--- config.mk ---
export PLATFORM = sky130hd
export DESIGN_NAME = rv32_execute_unit
export DESIGN_NICKNAME = d
export VERILOG_FILES = /design/src/rtl/rv32_execute_unit.sv
export SDC_FILE = /design/constraint.sdc
export NUM_CORES = 1
export LEC_CHECK = 0
export ABC_CLOCK_PERIOD_IN_PS = 3300
export BUFFER_PORTS_ARGS = -buffer_cell sky130_fd_sc_hd__buf_2
export CORE_MARGIN = 4
export CORE_UTILIZATION = 60
export DETAILED_ROUTE_END_ITERATION = 10
export PLACE_DENSITY = 0.89
export SETUP_SLACK_MARGIN = 0.2
export SYNTH_ARGS = -nofsm -noshare
export SYNTH_HDL_FRONTEND = slang
export SYNTH_SLANG_ARGS = --single-unit
--- constraint.sdc ---
create_clock -name i_clk -period 3.3 [get_ports i_clk]
set_clock_uncertainty 0.05 [all_clocks]
set_input_delay 0.33 -clock i_clk [delete_from_list [all_inputs] [get_ports i_clk]]
set_output_delay 0.33 -clock i_clk [all_outputs]
set_load 0.01 [all_outputs]
--- src/rtl/rv32_execute_unit.sv ---
// rv32_execute_unit: registered RV32I execute stage (adder chains, ALU, branch compare, next PC).
// Optional macro EXEC_BR_UNSIGNED_FUNCT3_EN: BLTU/BGEU compare unsigned regardless of i_br_un.
module rv32_adder (
    input  logic [31:0] i_a,
    input  logic [31:0] i_b,
    input  logic        i_cin,
    output logic [31:0] o_sum,
    output logic        o_cout,
    output logic        o_ovf
);
    logic [32:0] c;
    assign c[0] = i_cin;
    for (genvar i = 0; i < 32; i++) begin : g_fa
        assign o_sum[i] = i_a[i] ^ i_b[i] ^ c[i];
        assign c[i+1]   = (i_a[i] & i_b[i]) | (c[i] & (i_a[i] ^ i_b[i]));
    end
    assign o_cout = c[32];
    assign o_ovf  = c[32] ^ c[31];
endmodule

module rv32_execute_unit (
    input  logic        i_clk,
    input  logic        i_rst,
    input  logic        i_valid,
    input  logic [31:0] i_pc,
    input  logic [31:0] i_rs1,
    input  logic [31:0] i_rs2,
    input  logic [31:0] i_imm,
    input  logic [3:0]  i_alu_op,
    input  logic        i_opa_sel,
    input  logic [1:0]  i_opb_sel,
    input  logic        i_br_un,
    input  logic [2:0]  i_funct3,
    input  logic        i_is_branch,
    input  logic        i_is_jal,
    input  logic        i_is_jalr,
    output logic        o_valid,
    output logic [31:0] o_alu_y,
    output logic        o_zero,
    output logic        o_br_equal,
    output logic        o_br_less,
    output logic        o_take,
    output logic [31:0] o_pc_next
);
    logic [31:0] opa, opb, alu_sum, pc_imm, rs1_imm, pc_4;
    logic        sub, alu_co, alu_ov, pi_co, pi_ov, ri_co, ri_ov, p4_co, p4_ov, br_un_eff, cond;
    logic        valid_d, zero_d, br_equal_d, br_less_d, take_d;
    logic [31:0] alu_y_d, pc_next_d;
    logic        valid_q, zero_q, br_equal_q, br_less_q, take_q;
    logic [31:0] alu_y_q, pc_next_q;
    logic        unused_bits;

    assign opa = i_opa_sel ? i_pc : i_rs1;
    assign opb = (i_opb_sel == 2'b00) ? i_rs2 : (i_opb_sel == 2'b01) ? i_imm : 32'd4;
    assign sub = (i_alu_op == 4'd1) || (i_alu_op == 4'd3) || (i_alu_op == 4'd4);

    rv32_adder u_alu_add (.i_a(opa),   .i_b(sub ? ~opb : opb), .i_cin(sub),  .o_sum(alu_sum), .o_cout(alu_co), .o_ovf(alu_ov));
    rv32_adder u_pc_imm  (.i_a(i_pc),  .i_b(i_imm),            .i_cin(1'b0), .o_sum(pc_imm),  .o_cout(pi_co),  .o_ovf(pi_ov));
    rv32_adder u_rs1_imm (.i_a(i_rs1), .i_b(i_imm),            .i_cin(1'b0), .o_sum(rs1_imm), .o_cout(ri_co),  .o_ovf(ri_ov));
    rv32_adder u_pc_4    (.i_a(i_pc),  .i_b(32'd4),            .i_cin(1'b0), .o_sum(pc_4),    .o_cout(p4_co),  .o_ovf(p4_ov));

    assign unused_bits = ^{pi_co, pi_ov, ri_co, ri_ov, p4_co, p4_ov, rs1_imm[0]};

`ifdef EXEC_BR_UNSIGNED_FUNCT3_EN
    assign br_un_eff = i_br_un | (i_is_branch & (i_funct3[2:1] == 2'b11));
`else
    assign br_un_eff = i_br_un;
`endif

    always_comb begin
        alu_y_d = 32'd0;
        case (i_alu_op)
            4'd0, 4'd1: alu_y_d = alu_sum;
            4'd2:       alu_y_d = opa << opb[4:0];
            4'd3:       alu_y_d = {31'd0, alu_sum[31] ^ alu_ov};
            4'd4:       alu_y_d = {31'd0, ~alu_co};
            4'd5:       alu_y_d = opa ^ opb;
            4'd6:       alu_y_d = opa >> opb[4:0];
            4'd7:       alu_y_d = $unsigned($signed(opa) >>> opb[4:0]);
            4'd8:       alu_y_d = opa | opb;
            4'd9:       alu_y_d = opa & opb;
            4'd10:      alu_y_d = opb;
            default:    alu_y_d = 32'd0;
        endcase
        valid_d    = i_valid;
        zero_d     = (alu_y_d == 32'd0);
        br_equal_d = (i_rs1 == i_rs2);
        br_less_d  = br_un_eff ? (i_rs1 < i_rs2) : ($signed(i_rs1) < $signed(i_rs2));
        // funct3[0] inverts the base condition; 01x never branches
        cond       = (i_funct3[2:1] == 2'b00) ? (br_equal_d ^ i_funct3[0]) :
                     i_funct3[2] ? (br_less_d ^ i_funct3[0]) : 1'b0;
        take_d     = i_is_jalr | i_is_jal | (i_is_branch & cond);
        pc_next_d  = i_is_jalr ? {rs1_imm[31:1], 1'b0} : take_d ? pc_imm : pc_4;
    end

    always_ff @(posedge i_clk or posedge i_rst) begin
        if (i_rst) begin
            valid_q    <= 1'b0;
            alu_y_q    <= 32'd0;
            zero_q     <= 1'b0;
            br_equal_q <= 1'b0;
            br_less_q  <= 1'b0;
            take_q     <= 1'b0;
            pc_next_q  <= 32'd0;
        end else begin
            valid_q    <= valid_d;
            alu_y_q    <= alu_y_d;
            zero_q     <= zero_d;
            br_equal_q <= br_equal_d;
            br_less_q  <= br_less_d;
            take_q     <= take_d;
            pc_next_q  <= pc_next_d;
        end
    end

    assign o_valid    = valid_q;
    assign o_alu_y    = alu_y_q;
    assign o_zero     = zero_q;
    assign o_br_equal = br_equal_q;
    assign o_br_less  = br_less_q;
    assign o_take     = take_q;
    assign o_pc_next  = pc_next_q;
endmodule

==> impl_metrics.tcl, run 1 <==
set metrics [dict create \
    clockBufferDepth 2 \
    synth.distinct_cells 93 \
    grt_pass1_vias 28500 \
    seq_area_frac_synth 0.121 \
    ys_seq_elements 69 \
    io_buffer_count 213 \
    haltStage "global routing (5_1_grt)" \
    routabilityCongestion 1.34 \
    grt.total_usage 0.961 \
    status "aborted with a tool error" \
    ys_top_cells_by_area "fa_1 13%, dfrtp_1 12%, ha_1 11%" \
    synth_edf_count 0 \
    initial_core_util 0.609 \
    die_h_um 162 \
    async_reset_ff_frac 1.00 \
    placed_cells 2768 \
    synth_ff_type "dfrtp_1" \
    grt_max_degree 74 \
    syn_nets 2169 \
    cts-hold-fix-buffers 0 \
    cts_root_buf "clkbuf_16" \
    synth_warnings 0 \
    grt_pass1_wl_mm 191 \
    io_pins 214 \
    synthCells 1806 \
    std_cell_rows 56 \
    cts_buffers 9 \
    yosys.area.top_type "fa_1" \
    cts-htree-levels 3 \
    dp_hpwl_mm 63.9 \
    synth_area_um2 14300 \
    globalRouteOverflowTotal 1328 \
    stop_error "[ERROR GRT-0116] Global routing finished with congestion. Check the congestion regions in the DRC Viewer." \
    syn_area_per_cell_um2 7.89 \
    die_x_um 162 \
    synth_top_area_frac 0.129 \
    cts_sinks 69 \
]
==> metrics by stage <==
step | worst slack (ns) | area [um2] | setup TNS [ns] | hold WS, ns
3_3_place_gp | -9.98 | 19700 | -271.36 | 0.389
4_1_cts | -10.64 | 20900 | -272.70 | 0.0227
2_1_floorplan | -10.04 | 14700 | -256.74 | 0.311
3_5_place_dp | -11.01 | 19700 | -305.20 | 0.393
==> cells in the mapped netlist, types with 6 or more instances <==
library cell	number
clkbuf_1	85
mux2_4	16
o211ai_1	60
o21ai_0	99
o2111ai_1	14
mux2_2	10
a211oi_1	31
inv_1	124
mux2i_4	9
a21o_1	19
nor4_1	12
o21ai_1	14
o22ai_1	49
a21oi_1	120
a22oi_1	22
nand2b_1	14
a31oi_1	15
or2_2	17
or3_1	6
nand4_1	19
ha_1	126
mux4_2	8
buf_1	18
nor2_1	128
buf_2	28
and3_1	9
fa_1	92
a211o_1	6
nand2_1	97
nand3_1	98
mux2i_1	41
o221ai_1	15
and2_1	6
nor3_1	118
inv_2	11
dfrtp_1	69
a311oi_1	6
xnor2_1	37
a221oi_1	18
==> what timing repair did <==
item,in CTS
resized for setup,162
setup buffers,20
endpoints found under the setup margin,66
pin swaps,39
==> per-layer routing <==
| metal | overflow | track usage |
|---|---|---|
| met4 | 314 | 1.01 |
| met1 | 84 | 0.906 |
| met2 | 813 | 1.11 |
| met5 | 20 | 0.703 |
| met3 | 97 | 0.855 |
==> kinds of logic after synthesis <==
group                    after synthesis  share of synthesized area
AND/OR/NAND/NOR                      557                      0.191
buffers and inverters                280                     0.0816
AO/OA/AOI/OAI                        557                      0.260
XOR/XNOR                              38                     0.0234
adder cells (fa/ha/maj)              218                      0.240
flip-flops                            69                      0.121
multiplexers                          87                     0.0833
==> inputs of run 2 (changes only) <==
--- a/config.mk
+++ b/config.mk
@@ -8,10 +8,9 @@
 export ABC_CLOCK_PERIOD_IN_PS = 3300
 export BUFFER_PORTS_ARGS = -buffer_cell sky130_fd_sc_hd__buf_2
 export CORE_MARGIN = 4
-export CORE_UTILIZATION = 60
+export CORE_UTILIZATION = 40
 export DETAILED_ROUTE_END_ITERATION = 10
-export PLACE_DENSITY = 0.89
-export SETUP_SLACK_MARGIN = 0.2
+export PLACE_DENSITY_LB_ADDON = 0.15
 export SYNTH_ARGS = -nofsm -noshare
 export SYNTH_HDL_FRONTEND = slang
 export SYNTH_SLANG_ARGS = --single-unit
==> run 2 against run 1 <==
  * The flow now finishes, with violations (setup timing)
  * Synthesized cell count is the same
  * Synthesized area is the same
==> impl_metrics.tcl, run 2 <==
set metrics [dict create \
    syn_to_final_growth_pct 50.3 \
    cp.required_ns 3.51 \
    std_cell_rows 68 \
    pre_cts_ws_ns -10.36 \
    syn_area_per_cell_um2 7.89 \
    drt_pass1_iterations 6 \
    tightestPinTransition_ns 1.13 \
    slew-limit-headroom 0.247 \
    min-delay-path-class "in2async" \
    cp_top_family "adder cells" \
    drc 0 \
    postRouteAntennaNets 0 \
    syn_nets 2169 \
    p_leak_nw 10.1 \
    busiest_layer "met2" \
    final.min_clock_period_ns 12.97 \
    cts_tree "built" \
    ys_top_cells_by_area "fa_1 13%, dfrtp_1 12%, ha_1 11%" \
    wirelength_mm 77.2 \
    cts_buffers 9 \
    slowest_stage "fa_1" \
    dieArea_um2 38700 \
    crit_type "in2reg" \
    cts-htree-levels 3 \
    vias 18500 \
    placed_cells 2949 \
    cts_root_buf "clkbuf_16" \
    dp_hpwl_mm 62.0 \
    routabilityCongestion 1.06 \
    grt_use_met3 0.117 \
    placed_area_um2 20300 \
    fmax_ghz 0.0771 \
    io_buffer_count 213 \
    globalRouteOverflowTotal 0 \
    synth_area_um2 14300 \
    synth.distinct_cells 93 \
    critPathMaxStageDelay_ns 0.40 \
    antenna_found_initial 2 \
    drive_gt1_frac 0.471 \
    power_mw 6.15 \
    yosys.area.top_type "fa_1" \
    antenna_cells 0 \
    clockBufferDepth 2 \
    cap_violations 0 \
    io_pins 214 \
    synth_most_common_cell "nor2_1" \
    seq_area_frac_synth 0.121 \
    num-nets-final 2883 \
    finalHoldViolations 0 \
    endpoint_kind "register" \
    final_common_cell "buf_4" \
    vias_per_cell 6.20 \
    cp-start-kind "primary input" \
    final_cells 2978 \
    violations "setup timing" \
    rsz0062_at_grt "yes" \
    grt_use_met1 0.519 \
    ys_seq_elements 69 \
    coreArea_um2 34900 \
    crit_fanout 4 \
    p_per_area_nw_per_um2 287 \
    async_reset_ff_frac 1.00 \
    vdd_drop_max_v 0.000274 \
    finalSetupViolCount 55 \
    synth_ff_type "dfrtp_1" \
    synth_top_area_frac 0.129 \
    finalCritPeriodShare 3.93 \
    grt_pass1_wl_mm 115 \
    clk_pin_slew_ns 0.06 \
    die_h_um 197 \
    initial_core_util 0.409 \
    status "complete, but fails checks" \
    cts_sinks 69 \
    fillers 3225 \
    postLayoutCellArea_um2 21400 \
    multi_input_area_um2 12300 \
    synth_edf_count 0 \
    die_x_um 197 \
    grt_max_degree 74 \
    synth_warnings 0 \
    setup_ws_ns -9.67 \
    wl_per_cell_um 25.9 \
    maxSlewViolCount 0 \
    grt_pass1_vias 18300 \
    dr.first_iter.drc_count 2039 \
    synthCells 1806 \
    final_cell_mix "606 x buf_4, 208 x buf_2, 125 x ha_1" \
    seqCellArea_um2 1730 \
    path_buf_inv 43 \
    grt.total_usage 0.388 \
    ys_top_cells_by_count "128 x nor2_1, 126 x ha_1, 124 x inv_1" \
    critPathArrivalTime_ns 13.18 \
    met2_usage 0.603 \
]
[run 2: cell counts after synthesis]
No cell type changed its count.
[run 2: logic make-up after synthesis]
kind of cell | Yosys count | synth area share
flops | 69 | 0.121
mux | 87 | 0.0833
buf+inv | 280 | 0.0816
xor+xnor | 38 | 0.0234
simple gates | 557 | 0.191
compound gates | 557 | 0.260
fa+ha+maj | 218 | 0.240
[run 2: path summary, 6_finish.rpt]
path | start | to | slack [ns] | cells after the start
max in group asynchronous | i_rst | o_alu_y[0] | 2.48 | 3
min in group i_clk | i_br_un | o_br_less | 0.21 | 3
worst max-delay path | i_alu_op[2] | o_alu_y[31] | -9.67 | 85
worst min-delay path | i_rst | o_valid | 0.04 | 2
[run 2: per-layer routing]
layer / part of all wire / wire (um)
met5: 0.00017 / 13
met4: 0.040 / 3130
met3: 0.12 / 9130
met2: 0.44 / 34100
met1: 0.40 / 30800
[run 2: per-stage QoR]
step	util	hold WS [ns]	setup TNS, ns
5_1_grt	0.614	0.0981	-262.23
2_1_floorplan	-	0.311	-256.74
3_3_place_gp	0.583	0.388	-275.23
6_report	0.614	0.0368	-249.70
4_1_cts	0.607	0.0453	-248.01
3_5_place_dp	0.583	0.390	-277.70
[run 2: cell type report]
cell class | instances | area share
sequential | 69 | 0.0806
clock buffer | 9 | 0.0105
inverter | 138 | 0.0244
timing repair buffer | 845 | 0.284
tap | 455 | 0.0266
clock inverter | 5 | 0.00140
multi-input combinational | 1457 | 0.572
[run 2: repair_timing]
item                       in CTS  in global routing
buffers inserted               15                  6
setup endpoints to repair      57                 57
hold endpoints to repair        1                  0
gates resized for setup       116                 47
hold buffers                    1                  0
pin swaps                      42                 30
[run 2: power breakdown]
part           internal, mW  switching [mW]
logic                  1.90            2.34
clock network         0.495           0.403
registers             0.982          0.0325
(Power assumes the default switching activity.)
==> inputs of run 3 (changes only) <==
--- a/config.mk
+++ b/config.mk
@@ -5,11 +5,11 @@
 export SDC_FILE = /design/constraint.sdc
 export NUM_CORES = 1
 export LEC_CHECK = 0
-export ABC_CLOCK_PERIOD_IN_PS = 3300
 export BUFFER_PORTS_ARGS = -buffer_cell sky130_fd_sc_hd__buf_2
 export CORE_MARGIN = 4
-export CORE_UTILIZATION = 40
+export CORE_UTILIZATION = 65
 export DETAILED_ROUTE_END_ITERATION = 10
+export GPL_ROUTABILITY_DRIVEN = 0
 export PLACE_DENSITY_LB_ADDON = 0.15
 export SYNTH_ARGS = -nofsm -noshare
 export SYNTH_HDL_FRONTEND = slang
==> run 3 against run 2 <==
  * The run now fails in clock tree synthesis (4_1_cts)
  * Synthesized area did not move
  * Synthesized cell count did not move
==> impl_metrics.tcl, run 3 <==
set metrics [dict create \
    status "aborted with a tool error" \
    syn_area_per_cell_um2 7.89 \
    post_cts_buffers 20 \
    ys_seq_elements 69 \
    synth_top_area_frac 0.129 \
    stop_error "[ERROR DPL-0033] detailed placement checks failed during check placement." \
    synthCells 1806 \
    synth_most_common_cell "nor2_1" \
    syn_nets 2169 \
    synth_warnings 0 \
    placed_area_um2 19500 \
    synth-simple-area-share 0.191 \
    synth_mux_area_frac 0.0833 \
    initial_core_util 0.669 \
    io_pins 214 \
    die_h_um 156 \
    cts-hold-fix-buffers 0 \
    synth_ff_type "dfrtp_1" \
    io_buffer_count 213 \
    synth_top_family_by_area "compound AO/OA/AOI/OAI gates" \
    seq_area_frac_synth 0.121 \
    synth-xor-area-share 0.0234 \
    ys_top_cells_by_count "128 x nor2_1, 126 x ha_1, 124 x inv_1" \
    haltStage "clock tree synthesis (4_1_cts)" \
    synthAdderAreaFrac 0.240 \
    ys_top_cells_by_area "fa_1 13%, dfrtp_1 12%, ha_1 11%" \
    cts-resized-gates 150 \
    dp_hpwl_mm 63.5 \
    cts_root_buf "clkbuf_16" \
    synth_compound_area_frac 0.260 \
    cts_sinks 69 \
    synth_edf_count 0 \
    clockBufferDepth 2 \
    synth.distinct_cells 93 \
    cts-htree-levels 3 \
    synth_area_um2 14300 \
    yosys.area.top_type "fa_1" \
    cts_buffers 9 \
    placed_cells 2704 \
    die_x_um 156 \
    async_reset_ff_frac 1.00 \
    std_cell_rows 53 \
]
## run 3: logic make-up after synthesis
family | after synthesis
simple gates | 557
fa+ha+maj | 218
compound gates | 557
xor+xnor | 38
buf+inv | 280
flops | 69
mux | 87
## run 3: metrics by stage
step | hold slack [ns] | util | TNS, ns | worst slack (ns)
floorplan | 0.311 | - | -256.74 | -10.04
global placement | 0.388 | 0.917 | -270.68 | -9.93
detailed placement | 0.400 | 0.917 | -297.81 | -10.93
